## config.mk

```make
export PLATFORM = sky130hd
export DESIGN_NAME = lsu_mem_master
export DESIGN_NICKNAME = d
export VERILOG_FILES = /design/src/rtl/lsu_mem_master_pkg.sv /design/src/rtl/lsu_mem_master_sync_fifo.sv /design/src/rtl/lsu_mem_master.sv
export SDC_FILE = /design/constraint.sdc
export NUM_CORES = 1
export LEC_CHECK = 0
export CORE_MARGIN = 8
export CORE_UTILIZATION = 24
export DETAILED_ROUTE_END_ITERATION = 12
export PLACE_DENSITY_LB_ADDON = 0.2
export REMOVE_ABC_BUFFERS = 1
export SLEW_MARGIN = 5
export SYNTH_ARGS = -nofsm -noshare
export SYNTH_HDL_FRONTEND = slang
export SYNTH_SLANG_ARGS = --single-unit
```

## constraint.sdc

```tcl
create_clock -name clk -period 3.5 [get_ports clk]
set_clock_uncertainty 0.05 [all_clocks]
set_input_delay 0.7 -clock clk [delete_from_list [all_inputs] [get_ports clk]]
set_output_delay 0.7 -clock clk [all_outputs]
set_load 0.005 [all_outputs]
```

## src/rtl/lsu_mem_master_pkg.sv

```systemverilog
// Shared encodings for the load/store initiator: funct3 codes, store byte
// enables and the widths of the metadata and response records.
package lsu_mem_master_pkg;

  typedef enum logic [2:0] {
    F3_B  = 3'b000,
    F3_H  = 3'b001,
    F3_W  = 3'b010,
    F3_BU = 3'b100,
    F3_HU = 3'b101
  } funct3_e;

  localparam logic [3:0] BE_B = 4'b0001;
  localparam logic [3:0] BE_H = 4'b0011;
  localparam logic [3:0] BE_W = 4'b1111;

  localparam int OFF_W = 2;

  // Response record: {data[31:0], tag, err}
  function automatic int resp_w(input int tag_w);
    return 32 + tag_w + 1;
  endfunction

  // Load metadata record: {tag, funct3, byte offset}
  function automatic int meta_w(input int tag_w);
    return tag_w + 3 + OFF_W;
  endfunction

endpackage

```

## src/rtl/lsu_mem_master_sync_fifo.sv

```systemverilog
// Single-clock FIFO with occupancy count; storage is not reset, only the
// pointers and count are.
module sync_fifo #(
  parameter int WIDTH = 8,
  parameter int DEPTH = 4
) (
  input  logic                     clk,
  input  logic                     rst,
  input  logic                     push,
  input  logic [WIDTH-1:0]         din,
  input  logic                     pop,
  output logic [WIDTH-1:0]         dout,
  output logic                     full,
  output logic                     empty,
  output logic [$clog2(DEPTH):0]   count
);
  localparam int AW = $clog2(DEPTH);

  logic [WIDTH-1:0] mem [DEPTH];
  logic [AW-1:0]    wr_ptr;
  logic [AW-1:0]    rd_ptr;
  logic [AW:0]      cnt;
  logic             do_push;
  logic             do_pop;

  assign full    = (cnt == (AW+1)'(DEPTH));
  assign empty   = (cnt == '0);
  assign count   = cnt;
  assign dout    = mem[rd_ptr];
  assign do_push = push & ~full;
  assign do_pop  = pop & ~empty;

  always_ff @(posedge clk or posedge rst) begin
    if (rst) begin
      wr_ptr <= '0;
      rd_ptr <= '0;
      cnt    <= '0;
    end else begin
      if (do_push) wr_ptr <= wr_ptr + AW'(1);
      if (do_pop)  rd_ptr <= rd_ptr + AW'(1);
      case ({do_push, do_pop})
        2'b10:   cnt <= cnt + (AW+1)'(1);
        2'b01:   cnt <= cnt - (AW+1)'(1);
        default: cnt <= cnt;
      endcase
    end
  end

  always_ff @(posedge clk) begin
    if (do_push) mem[wr_ptr] <= din;
  end

endmodule

```

## src/rtl/lsu_mem_master.sv

```systemverilog
// Load/store initiator for data-memory port B: store lane formation,
// credit-tracked loads and in-order, extended load/error responses.
module lsu_mem_master
  import lsu_mem_master_pkg::*;
#(
  parameter int DEPTH = 4,
  parameter int TAG_W = 5
) (
  input  logic             clk,
  input  logic             rst,
  input  logic             req_valid,
  output logic             req_ready,
  input  logic             req_we,
  input  logic [2:0]       req_funct3,
  input  logic [31:0]      req_addr,
  input  logic [31:0]      req_wdata,
  input  logic [TAG_W-1:0] req_tag,
  output logic             resp_valid,
  input  logic             resp_ready,
  output logic [31:0]      resp_data,
  output logic [TAG_W-1:0] resp_tag,
  output logic             resp_err,
  output logic             mem_en,
  output logic [3:0]       mem_we,
  output logic [31:0]      mem_addr,
  output logic [31:0]      mem_din,
  input  logic [31:0]      mem_dout,
  input  logic             mem_rvalid,
  input  logic             mem_accept_read,
  input  logic             mem_accept_write
);
  localparam int CW = $clog2(DEPTH) + 1;
  localparam int MW = meta_w(TAG_W);
  localparam int RW = resp_w(TAG_W);

  funct3_e          f3;
  logic [1:0]       off;
  logic             legal;
  logic             acc;
  logic             issue_ld;
  logic             err_push;
  logic             ld_push;
  logic [3:0]       be;
  logic [31:0]      din_rep;
  logic [CW-1:0]    meta_count;
  logic [CW-1:0]    resp_count;
  logic [CW-1:0]    credit;
  logic             meta_full, meta_empty;
  logic             resp_full, resp_empty;
  logic [MW-1:0]    meta_din, meta_dout;
  logic [RW-1:0]    resp_din, resp_dout;
  logic [31:0]      ld_data_p0;

  function automatic logic [31:0] extend_load(input logic [31:0] word,
                                              input funct3_e    f,
                                              input logic [1:0] o);
    logic [31:0]        sh;
    logic signed [7:0]  b_s;
    logic signed [15:0] h_s;
    logic [31:0]        res;
    sh  = word >> {o, 3'b000};
    b_s = sh[7:0];
    h_s = sh[15:0];
    case (f)
      F3_B:    res = 32'(b_s);
      F3_H:    res = 32'(h_s);
      F3_BU:   res = {24'b0, sh[7:0]};
      F3_HU:   res = {16'b0, sh[15:0]};
      default: res = word;
    endcase
    return res;
  endfunction

  assign f3  = funct3_e'(req_funct3);
  assign off = req_addr[1:0];

  always_comb begin
    legal = 1'b0;
    case (f3)
      F3_B:    legal = 1'b1;
      F3_H:    legal = ~off[0];
      F3_W:    legal = (off == 2'b00);
      F3_BU:   legal = ~req_we;
      F3_HU:   legal = ~req_we & ~off[0];
      default: legal = 1'b0;
    endcase
  end

  always_comb begin
    be      = BE_W;
    din_rep = req_wdata;
    case (f3)
      F3_B: begin
        be      = BE_B << off;
        din_rep = {4{req_wdata[7:0]}};
      end
      F3_H: begin
        be      = BE_H << off;
        din_rep = {2{req_wdata[15:0]}};
      end
      default: ;
    endcase
  end

  // Credit covers reads in flight plus buffered responses, so the response
  // FIFO always has room when read data returns.
  assign credit = meta_count + resp_count;

  // Illegal requests wait for an idle block so their error stays in order.
  always_comb begin
    req_ready = 1'b0;
    if (!rst) begin
      if (!legal)      req_ready = (credit == '0) && resp_empty;
      else if (req_we) req_ready = mem_accept_write;
      else             req_ready = mem_accept_read && (credit < CW'(DEPTH)) && !meta_full;
    end
  end

  assign acc      = req_valid & req_ready;
  assign mem_en   = acc & legal;
  assign mem_we   = (mem_en & req_we) ? be : 4'b0000;
  assign mem_addr = {2'b00, req_addr[31:2]};
  assign mem_din  = din_rep;
  assign issue_ld = mem_en & ~req_we;
  assign err_push = acc & ~legal;
  assign ld_push  = mem_rvalid & ~meta_empty & ~resp_full;
  assign meta_din = {req_tag, req_funct3, off};

  sync_fifo #(.WIDTH(MW), .DEPTH(DEPTH)) u_meta_fifo (
    .clk   (clk),
    .rst   (rst),
    .push  (issue_ld),
    .din   (meta_din),
    .pop   (ld_push),
    .dout  (meta_dout),
    .full  (meta_full),
    .empty (meta_empty),
    .count (meta_count)
  );

  assign ld_data_p0 = extend_load(mem_dout, funct3_e'(meta_dout[OFF_W +: 3]),
                                  meta_dout[OFF_W-1:0]);

  assign resp_din = err_push ? {32'b0, req_tag, 1'b1}
                             : {ld_data_p0, meta_dout[MW-1 -: TAG_W], 1'b0};

  // Stage boundary: response FIFO registers extended data for the consumer.
  sync_fifo #(.WIDTH(RW), .DEPTH(DEPTH)) u_resp_fifo (
    .clk   (clk),
    .rst   (rst),
    .push  (err_push | ld_push),
    .din   (resp_din),
    .pop   (resp_valid & resp_ready),
    .dout  (resp_dout),
    .full  (resp_full),
    .empty (resp_empty),
    .count (resp_count)
  );

  assign resp_valid = ~resp_empty;
  assign resp_data  = resp_valid ? resp_dout[RW-1 -: 32]  : 32'b0;
  assign resp_tag   = resp_valid ? resp_dout[TAG_W:1]     : '0;
  assign resp_err   = resp_valid ? resp_dout[0]           : 1'b0;

endmodule

```

==> metrics.txt, run 1 <==
run status completed; sequential-to-total area share from yosys stat a little over three fifths; endpoint class of the critical path output pin; share of synthesized flip-flops with an asynchronous set or reset under 10%; post-synthesis sequential element count around 210; maximum VDD drop between 0.3 and 0.4 mV; Yosys warning total 0; number of filler cells placed in the layout between 4000 and 5000; relative area change from synthesis to final layout 30.75%; routed wirelength normalized by instance count just under 20 µm; via count of the first global-routing pass 6203; Ant. Diodes 0; height of the die about 220 µm; leakage ~4.5 nW; start-to-end type of the worst setup path flip-flop to output pin; count of endpoints failing setup in the final report 0; count of pins over their slew limit 0; number of vias per cell between 4 and 5; maximum count of clock buffers along a single path 3; number of failing hold endpoints at the final stage 0; Min Clock Period, post-route 3.389 ns; Crit Path Max Fanout 3; headroom to the max-slew limit about a quarter; Die ar. about 47000 µm²; DP Wirelength 18640 µm; largest net degree at the start of global routing between 40 and 50; number of buffer cells added on primary ports 158; setup fix buffers added after clock tree synthesis 0; die outline width approximately 220 µm; data arrival time at the worst-slack endpoint roughly 2.6 ns; clock tree root driver cell sky130_fd_sc_hd__clkbuf_16; Hold-fix buffers, CTS 0; combined global-route utilization of all metal layers roughly 11%; first-pass GRT wire length 39500 µm; initial antenna violation count 2; count of mapped cells out of synthesis between 600 and 700; number of flops mapped to enable cells by yosys 192; clock tree from TritonCTS yes; kind of launch point of the worst setup path flip-flop; family of cells with the greatest summed delay on the critical path adder cells; post-synthesis instance area 9778 µm²; final net count around 900; number of buffer and inverter instances along the worst setup path 1; leftover overflow at the end of global routing 0; starting density of the core between 20% and 30%; detailed router's first-iteration violation count about 240; Worst path max stage delay 0.41 ns; maximum level of the CTS H-tree 1; clock latency on the worst-skew pair 0.50 ns; number of core rows 74; DRT antenna net count 0; post-detailed-route DRC marker count 0; clock net sink count about 210; unrepaired setup endpoints after global routing yes; Total Routed Length roughly 26000 µm; actual transition at the worst max-transition pin between 1 and 1.5 ns; post-route fraction of the period consumed by the critical path between 90 and 100%; required time at the endpoint of the critical path ~2.8 ns; clock buffer count from CTS 24; RePlAce Congestion ~0.75; total power after layout around 0.011 W; fraction of layout instances using a drive strength above 1 between 20% and 30%; IO Count approximately 220; predominant post-synthesis flop cell sky130_fd_sc_hd__edfxtp_1; P per Cell Area a little over 800 nW/µm²; core outline area around 41000 µm²; number of distinct library cells after synthesis 49; Slowest cell on crit path sky130_fd_sc_hd__fa_1; clock-pin slew of the registers on the worst-case setup and hold paths around 0.060 ns; synthesized area per cell about 16 µm²; Worst Hold Class flip-flop to flip-flop; max_cap viols 0; commonest non-fill, non-tap cell in the layout sky130_fd_sc_hd__edfxtp_1; FMAX roughly 300 MHz; final hold slack a little under 0.5 ns; vias ~5800; first-pass detailed-route iteration total 4; leading cell types in the layout, fill and taps excluded sky130_fd_sc_hd__edfxtp_1, sky130_fd_sc_hd__clkdlybuf4s50_1, sky130_fd_sc_hd__mux4_2, sky130_fd_sc_hd__and2_1, sky130_fd_sc_hd__buf_4; critical path, cell by cell ha_1 -> fa_1 -> xor2_1 -> mux2i_1 -> nand3b_1 -> and3_1 -> a211oi_1 -> buf_2
path summary, 6_finish.rpt:
kind	startpoint	endpoint	slack, ns	depth (start not counted)
min in group asynchronous	rst	u_meta_fifo.wr_ptr[1]$_DFFE_PP0P_	0.51	3
max reg2reg	u_meta_fifo.count[0]$_DFFE_PP0P_	u_resp_fifo.mem[1][37]$_DFFE_PP_	0.29	9
min reg2reg	u_resp_fifo.rd_ptr[1]$_DFFE_PP0P_	u_resp_fifo.rd_ptr[1]$_DFFE_PP0P_	0.48	1
min	u_resp_fifo.rd_ptr[1]$_DFFE_PP0P_	u_resp_fifo.rd_ptr[1]$_DFFE_PP0P_	0.48	1
max in group asynchronous	rst	u_resp_fifo.rd_ptr[0]$_DFFE_PP0P_	2.69	3
max	u_meta_fifo.count[0]$_DFFE_PP0P_	req_ready	0.11	8
flip-flops by register name (all words and copies together) (netlist names):
| name | cells |
|---|---|
| u_resp_fifo.mem | 152 |
| u_resp_fifo.rd_ptr | 2 |
| u_resp_fifo.count | 3 |
| u_meta_fifo.mem | 40 |
| u_resp_fifo.wr_ptr | 2 |
| u_meta_fifo.count | 3 |
| u_meta_fifo.rd_ptr | 2 |
| u_meta_fifo.wr_ptr | 2 |
report_power, final:
group	switching [W]	leakage, nW	total, W	internal, W
clock network	0.000935	0.357	0.00230	0.00136
registers	0.000204	1.92	0.00382	0.00361
logic	0.00212	2.27	0.00442	0.00230
total	0.00326	4.54	0.0105	0.00728
per-layer routing:
layer	global-route usage, %	share of wire [%]
met2	16.86	44
met4	1.926	1.4
met3	4.646	10
met1	13.93	44
met5	0.2081	0.099
stage by stage:
step	util [%]	cells	cell area, µm²	worst slack [ns]	TNS, ns
6_report	31.53	1327	12780	0.1110	0
5_1_grt	31.53	1327	12780	-0.01828	-0.01828
4_1_cts	31.51	1327	12780	-0.02011	-0.02011
3_5_place_dp	29.71	1284	12050	-0.04888	-0.3105
3_3_place_gp	29.71	1284	12050	0.01529	0
2_1_floorplan	-	547	9325	-0.3306	-50.25
logic make-up (layout without fill, tap and decap cells):
logic type / after synthesis / after routing / synth area share (%)
adder cells (fa/ha/maj): 14 / 14 / 2.022
flip-flops: 206 / 206 / 62.55
AND/OR/NAND/NOR: 107 / 107 / 5.771
buffers and inverters: 86 / 264 / 5.310
multiplexers: 103 / 103 / 17.11
XOR/XNOR: 14 / 14 / 1.254
other: 1 / 2 / 0.03835
AO/OA/AOI/OAI: 85 / 85 / 5.950
area by class of cell:
class                      count  area (µm²)  area share, %
sequential                   206        6117          47.85
tap                          532       665.6          5.206
clock inverter                 9       78.83         0.6166
inverter                      16       62.56         0.4893
multi-input combinational    325        3162          24.73
clock buffer                  34       648.1          5.069
timing repair buffer         205        2051          16.04
synthesized netlist by cell type, types with 2 or more instances:
master                      number  area (µm²)
sky130_fd_sc_hd__a211oi_1        2       15.01
sky130_fd_sc_hd__a21o_1         16       120.1
sky130_fd_sc_hd__a21oi_1        19       95.09
sky130_fd_sc_hd__a221oi_1        7       61.31
sky130_fd_sc_hd__a31oi_1         3       18.77
sky130_fd_sc_hd__and2_1         47       294.0
sky130_fd_sc_hd__buf_1           2       7.510
sky130_fd_sc_hd__buf_2           2       10.01
sky130_fd_sc_hd__buf_4          41       307.8
sky130_fd_sc_hd__buf_6           5       56.30
sky130_fd_sc_hd__clkbuf_1       20       75.07
sky130_fd_sc_hd__dfrtp_1        14       350.3
sky130_fd_sc_hd__edfxtp_1      192        5766
sky130_fd_sc_hd__fa_1            3       60.06
sky130_fd_sc_hd__ha_1           11       137.6
sky130_fd_sc_hd__inv_1          15       56.30
sky130_fd_sc_hd__mux2_2         29       326.6
sky130_fd_sc_hd__mux2i_1        25       250.2
sky130_fd_sc_hd__mux4_2         48        1081
sky130_fd_sc_hd__nand2_1        27       101.4
sky130_fd_sc_hd__nand3_1         2       10.01
sky130_fd_sc_hd__nor2_1         18       67.56
sky130_fd_sc_hd__nor3_1          4       20.02
sky130_fd_sc_hd__o21ai_0        18       90.09
sky130_fd_sc_hd__o2bb2ai_1       7       61.31
sky130_fd_sc_hd__o31ai_1         3       22.52
sky130_fd_sc_hd__or3_1           2       12.51
sky130_fd_sc_hd__xnor2_1         6       52.55
sky130_fd_sc_hd__xor2_1          8       70.07
timing repair:
action,in CTS,in global routing
cloned,0,0
setup endpoints to repair,5,5
gates resized for setup,6,6
worst reg2reg max path: stages (launching register included):
cell	delay (ns)
sky130_fd_sc_hd__dfrtp_1	0.38
sky130_fd_sc_hd__ha_1	0.21
sky130_fd_sc_hd__fa_1	0.41
sky130_fd_sc_hd__xor2_1	0.16
sky130_fd_sc_hd__or4_4	0.46
sky130_fd_sc_hd__or3_1	0.39
sky130_fd_sc_hd__a22oi_4	0.19
sky130_fd_sc_hd__buf_4	0.18
sky130_fd_sc_hd__and2_2	0.28
sky130_fd_sc_hd__buf_12	0.22
Note: power is estimated with default switching activity, not from simulation.
==> run 2, diff against run 1 <==
Settings changed: RECOVER_POWER from default to 25.
==> run 2 against run 1 <==
Effect of this change: sequential power about the same; worst hold slack about the same; clock power barely moved; combinational power about the same; largest cell class unchanged; highest routed layer unchanged.
==> metrics.txt, run 2 (synthesis gave the netlist of run 1 again) <==
largest registers ranked by flip-flop count u_resp_fifo.mem: 152 flops, u_meta_fifo.mem: 40 flops; instance count after placement with tap cells included 1284; first-pass GRT wire length 39500 µm; number of core rows 74; max FFs per register ~150; family of cells with the greatest summed delay on the critical path buffers and inverters; total area of multi-input combinational cells 3162 µm²; Worst path max stage delay between 0.5 and 0.6 ns; Worst Hold Class flip-flop to flip-flop; flop-to-flop setup slack between 0.2 and 0.25 ns; number of filler cells placed in the layout approximately 4000; P per Cell Area between 800 and 900 nW/µm²; combined global-route utilization of all metal layers between 10 and 15%; final setup TNS 0 ns; leakage 4.494 nW; final net count approximately 900; RePlAce Congestion between 0.7 and 0.8; Total Routed Length roughly 26000 µm; Slowest cell on crit path sky130_fd_sc_hd__dlygate4sd3_1; via count of the first global-routing pass between 6000 and 7000; routed wirelength normalized by instance count around 20 µm; maximum level of the CTS H-tree 1; clock buffer count from CTS 24; reported net switching power between 0.003 and 0.004 W; headroom to the max-slew limit about a quarter; number of buffer cells added on primary ports approximately 160; Sequential Area just over 6000 µm²; Crit Path Max Fanout 4; endpoint class of the critical path output pin; commonest non-fill, non-tap cell in the layout sky130_fd_sc_hd__edfxtp_1; cell count of the worst reg-to-reg path 10; unrepaired setup endpoints after global routing yes; non-filler instance count after layout roughly 1300; Hold-fix buffers, CTS 0; maximum VDD drop 0.3727 mV; combinational cell fraction of total power between 40% and 50%; start-to-end type of the worst setup path primary input to output pin; Ant. Diodes 0; number of buffer and inverter instances along the worst setup path 2; min-delay src u_resp_fifo.rd_ptr[1]$_DFFE_PP0P_; number of stages on the worst hold path 1; FMAX 289.5 MHz; Cell Int Power a little over 0.007 W; starting density of the core 24.11%; DP Area around 12000 µm²; count of pins over their slew limit 0; Hold Path Sink u_resp_fifo.rd_ptr[1]$_DFFE_PP0P_; clock net sink count a little over 200; part of the power in registers between 30% and 40%; net switching fraction of the power 30.94%; setup fix buffers added after clock tree synthesis 0; leading cell types in the layout, fill and taps excluded sky130_fd_sc_hd__edfxtp_1, sky130_fd_sc_hd__clkdlybuf4s50_1, sky130_fd_sc_hd__mux4_2, sky130_fd_sc_hd__and2_1; maximum count of clock buffers along a single path 3; critical path, cell by cell dlygate4sd3_1 -> a221o_1 -> o31a_1 -> nor2_2 -> nand3_2 -> nor2_1 -> clkdlybuf4s50_1; Reg2Reg Launch Point u_meta_fifo.count[0]$_DFFE_PP0P_; quantity of gates resized following cts 6; leftover overflow at the end of global routing 0; vias between 5000 and 6000; post-route fraction of the period consumed by the critical path roughly 99%; clock latency on the worst-skew pair roughly 0.50 ns; DRT antenna net count 0; relative area change from synthesis to final layout 30.36%; fraction of layout instances using a drive strength above 1 just over 20%; number of failing hold endpoints at the final stage 0; register with the most flip-flops u_resp_fifo.mem; kind of launch point of the worst setup path primary input; actual transition at the worst max-transition pin between 1 and 1.5 ns; clock tree root driver cell sky130_fd_sc_hd__clkbuf_16; height of the die about 220 µm; clock tree from TritonCTS yes; run status completed; number of vias per cell 4.348; initial antenna violation count 3; clock-pin slew of the registers on the worst-case setup and hold paths ~0.060 ns; Min Clock Period, post-route between 3 and 4 ns; core outline area 40550 µm²; post-route design area about 13000 µm²; part of the power in the clock network 21.8%; count of endpoints failing setup in the final report 0; detailed router's first-iteration violation count 254; largest net degree at the start of global routing 41; Die ar. approximately 47000 µm²; required time at the endpoint of the critical path roughly 2.8 ns; post-detailed-route DRC marker count 0; die outline width 217.8 µm; IO Count about 220; data arrival time at the worst-slack endpoint about 2.7 ns; reg-to-reg endpoint u_resp_fifo.mem[1][13]$_DFFE_PP_; DP Wirelength around 19000 µm; first-pass detailed-route iteration total 4; max_cap viols 0
[run 2: cell types whose count changed in the layout (fill, tap and decap cells not counted), sizes merged]
cell,change
inv,-1
dlygate4sd3,+16
clkdlybuf4s50,-16
clkbuf,+9
clkdlybuf4s25,+1
buf,-9
clkinvlp,+1
dlymetal6s2s,-1
[run 2: layout make-up]
cell class,instances,share of cell area [%]
clock buffers,34,5.084
clock inverters,9,0.6184
inverters,16,0.4810
multi-input cells,325,24.80
flip-flops and latches,206,47.99
well taps,532,5.222
repair buffers,205,15.80
[run 2: how the worst max path moves through the flow]
stage,start,to,slack [ns],depth (start not counted)
after global placement,req_addr[0],mem_we[0],0.02,7
after CTS,u_meta_fifo.count[0]$_DFFE_PP0P_,req_ready,-0.02,8
after global routing,u_meta_fifo.count[0]$_DFFE_PP0P_,req_ready,-0.02,8
final,req_funct3[2],mem_we[2],0.05,7
after detailed placement,req_addr[0],u_resp_fifo.count[2]$_DFFE_PP0P_,-0.05,12
after floorplan,u_meta_fifo.count[0]$_DFFE_PP0P_,u_resp_fifo.mem[0][0]$_DFFE_PP_,-0.33,7
[run 2: worst reg2reg max path, stage by stage, from the launching register on]
cell and delay (ns):
sky130_fd_sc_hd__dfrtp_1 0.38, sky130_fd_sc_hd__ha_1 0.21, sky130_fd_sc_hd__fa_1 0.41, sky130_fd_sc_hd__xor2_1 0.16, sky130_fd_sc_hd__or4_4 0.46, sky130_fd_sc_hd__or3_1 0.39, sky130_fd_sc_hd__buf_4 0.23, sky130_fd_sc_hd__clkinvlp_2 0.12
sky130_fd_sc_hd__clkbuf_1 0.39, sky130_fd_sc_hd__a211oi_1 0.09, sky130_fd_sc_hd__buf_4 0.18
[run 2: layer usage]
metal,GRT usage [%],wire length (µm)
met4,1.926,373
met3,4.646,2559
met1,13.93,11660
met2,16.86,11690
met5,0.2081,40
[run 2: power by group through the flow]
stage          clock, W  sequential [W]  combinational, W
2_1_floorplan         0         0.00401           0.00225
3_5_place_dp          0         0.00387           0.00456
5_1_grt         0.00246         0.00388           0.00486
4_1_cts         0.00236         0.00383           0.00458
3_3_place_gp          0         0.00386           0.00456
6_report        0.00230         0.00382           0.00441
[run 2: stage by stage]
| step | utilization, % | total power [W] | hold slack (ns) | worst slack (ns) |
|---|---|---|---|---|
| detailed placement | 29.71 | 0.008431 | 0.4746 | -0.04888 |
| global placement | 29.71 | 0.008421 | 0.4755 | 0.01529 |
| finish | 31.43 | 0.01053 | 0.4811 | 0.04535 |
| floorplan | - | 0.006264 | 0.4563 | -0.3306 |
| CTS | 31.51 | 0.01077 | 0.4870 | -0.02011 |
| global route | 31.43 | 0.01119 | 0.5156 | -0.01828 |
==> run 3, diff against run 2 <==
Settings changed: CORE_MARGIN 8 to default, PLACE_DENSITY from default to 0.49, PLACE_DENSITY_LB_ADDON 0.2 to default.
==> run 3 against run 2 <==
Effect of this change: power about the same; wire length decreased by 5.3%; critical path depth decreased by 1; register-to-register slack got worse by 0.03 ns; die area decreased by 12%; non-clock buffer count increased by 1; sequential power about the same; sequential share of layout area decreased by 0.16 points; critical endpoint is now mem_din[15].
==> metrics.txt, run 3 (synthesis gave the netlist of run 1 again) <==
number of core rows 73; P per Cell Area between 800 and 900 nW/µm²; count of pins over their slew limit 0; post-route fraction of the period consumed by the critical path between 90 and 100%; cell count of the worst reg-to-reg path 9; clock latency on the worst-skew pair ~0.50 ns; instance count after placement with tap cells included 1277; post-detailed-route DRC marker count 0; clock tree from TritonCTS yes; core outline area between 30000 and 40000 µm²; Total Routed Length about 25000 µm; total power after layout ~0.011 W; Crit Path Max Fanout 8; unrepaired setup endpoints after global routing no; number of buffer cells added on primary ports between 150 and 200; maximum VDD drop 0.3375 mV; flop-to-flop setup slack between 0.15 and 0.2 ns; maximum level of the CTS H-tree 1; detailed router's first-iteration violation count ~380; start-to-end type of the worst setup path primary input to output pin; maximum count of clock buffers along a single path 3; reg-to-reg endpoint u_resp_fifo.mem[1][13]$_DFFE_PP_; max_cap viols 0; die outline width ~200 µm; DP Wirelength roughly 17000 µm; data arrival time at the worst-slack endpoint roughly 2.7 ns; destination of the critical timing path mem_din[15]; DRT antenna net count 0; clock-pin slew of the registers on the worst-case setup and hold paths about 0.050 ns; required time at the endpoint of the critical path between 2 and 3 ns; final hold slack roughly 0.5 ns; clock buffer count from CTS 23; routed wirelength normalized by instance count about 19 µm; Min Clock Period, post-route between 3 and 4 ns; clock net sink count between 200 and 250; largest net degree at the start of global routing 41; IO Count ~220; first-pass GRT wire length 37780 µm; FMAX between 200 and 300 MHz; largest registers ranked by flip-flop count u_resp_fifo.mem: 152 flops, u_meta_fifo.mem: 40 flops; relative area change from synthesis to final layout 30.81%; vias 5802; height of the die between 200 and 250 µm; leftover overflow at the end of global routing 0; non-filler instance count after layout around 1300; leakage about 4.5 nW; kind of launch point of the worst setup path primary input; commonest non-fill, non-tap cell in the layout sky130_fd_sc_hd__edfxtp_1; startpoint of the worst setup timing path req_funct3[1]; final net count 904; headroom to the max-slew limit around two fifths; post-route design area approximately 13000 µm²; actual transition at the worst max-transition pin between 0.8 and 0.9 ns; run status completed; starting density of the core roughly a quarter; initial antenna violation count 2; final core area utilization ~32%; leading cell types in the layout, fill and taps excluded sky130_fd_sc_hd__edfxtp_1, sky130_fd_sc_hd__clkdlybuf4s50_1, sky130_fd_sc_hd__mux4_2, sky130_fd_sc_hd__and2_1, sky130_fd_sc_hd__mux2_2; count of endpoints failing setup in the final report 0; number of failing hold endpoints at the final stage 0; first-pass detailed-route iteration total 4; combined global-route utilization of all metal layers about an eighth; Worst Hold Class flip-flop to flip-flop; clock tree root driver cell sky130_fd_sc_hd__clkbuf_16; fraction of layout instances using a drive strength above 1 about a fifth; register with the most flip-flops u_resp_fifo.mem; DP Area about 12000 µm²; max FFs per register between 150 and 200; via count of the first global-routing pass between 6000 and 7000; RePlAce Congestion just under 0.8; endpoint class of the critical path output pin; Die ar. ~42000 µm²; Hold-fix buffers, CTS 0; number of vias per cell roughly 4.4; Reg2Reg Launch Point u_meta_fifo.count[0]$_DFFE_PP0P_
## run 3: changes by cell type in the layout (fill, tap and decap cells not counted), moves of 2 or more
| cell | delta |
|---|---|
| sky130_fd_sc_hd__buf_4 | -2 |
| sky130_fd_sc_hd__dlymetal6s2s_1 | -2 |
| sky130_fd_sc_hd__clkdlybuf4s50_1 | +3 |
| sky130_fd_sc_hd__buf_12 | +3 |
| sky130_fd_sc_hd__clkbuf_1 | -4 |
| sky130_fd_sc_hd__and2_1 | -2 |
| sky130_fd_sc_hd__and2_0 | +2 |
## run 3: worst max-delay path, stage by stage
cell and delay [ns]:
sky130_fd_sc_hd__dlygate4sd3_1 0.60, sky130_fd_sc_hd__buf_4 0.19, sky130_fd_sc_hd__nor3_1 0.16, sky130_fd_sc_hd__buf_4 0.21, sky130_fd_sc_hd__mux2_2 0.35, sky130_fd_sc_hd__clkdlybuf4s50_1 0.46
## run 3: repair_timing
action | CTS | global route
pin swaps | 2 | 2
setup buffers | 1 | 0
setup endpoints to repair | 6 | 4
resized for setup | 9 | 4
## run 3: metrics by stage
| stage | setup TNS [ns] | setup slack (ns) |
|---|---|---|
| final | 0 | 0.06486 |
| after global routing | 0 | 0.001279 |
| after CTS | 0 | 0.002707 |
| after detailed placement | -0.2198 | -0.06228 |
| after global placement | -0.08894 | -0.03484 |
| after floorplan | -50.25 | -0.3306 |
## run 3: worst min-delay path by stage
stage          cells past startpoint                        startpoint                          endpoint
2_1_floorplan                      1  u_meta_fifo.count[0]$_DFFE_PP0P_  u_meta_fifo.count[0]$_DFFE_PP0P_
3_3_place_gp                       1  u_meta_fifo.count[2]$_DFFE_PP0P_  u_meta_fifo.count[2]$_DFFE_PP0P_
3_5_place_dp                       1  u_meta_fifo.count[2]$_DFFE_PP0P_  u_meta_fifo.count[2]$_DFFE_PP0P_
4_1_cts                            1  u_meta_fifo.count[2]$_DFFE_PP0P_  u_meta_fifo.count[2]$_DFFE_PP0P_
5_1_grt                            1  u_meta_fifo.count[2]$_DFFE_PP0P_  u_meta_fifo.count[2]$_DFFE_PP0P_
6_report                           1  u_meta_fifo.count[2]$_DFFE_PP0P_  u_meta_fifo.count[2]$_DFFE_PP0P_
## run 3: layer usage
layer / track usage (%) / wire length, µm
met5: 1.190 / 46
met4: 2.685 / 458
met3: 3.412 / 2187
met2: 19.27 / 11460
met1: 15.79 / 10760
## run 3: report_power, final
group	internal, W	total [W]	switching [W]
clock	0.00136	0.00229	0.000927
sequential	0.00361	0.00385	0.000239
combinational	0.00231	0.00438	0.00207
## run 3: final cells by class
| class | instances | area (µm²) |
|---|---|---|
| Sequential cell | 206 | 6117 |
| Clock inverter | 13 | 121.4 |
| Inverter | 16 | 61.31 |
| Fill cell | 3946 | 27120 |
| Timing Repair Buffer | 206 | 2057 |
| Tap cell | 525 | 656.9 |
| Multi-Input combinational cell | 325 | 3177 |
| Clock buffer | 29 | 598.1 |
| Antenna cell | 1 | 2.502 |
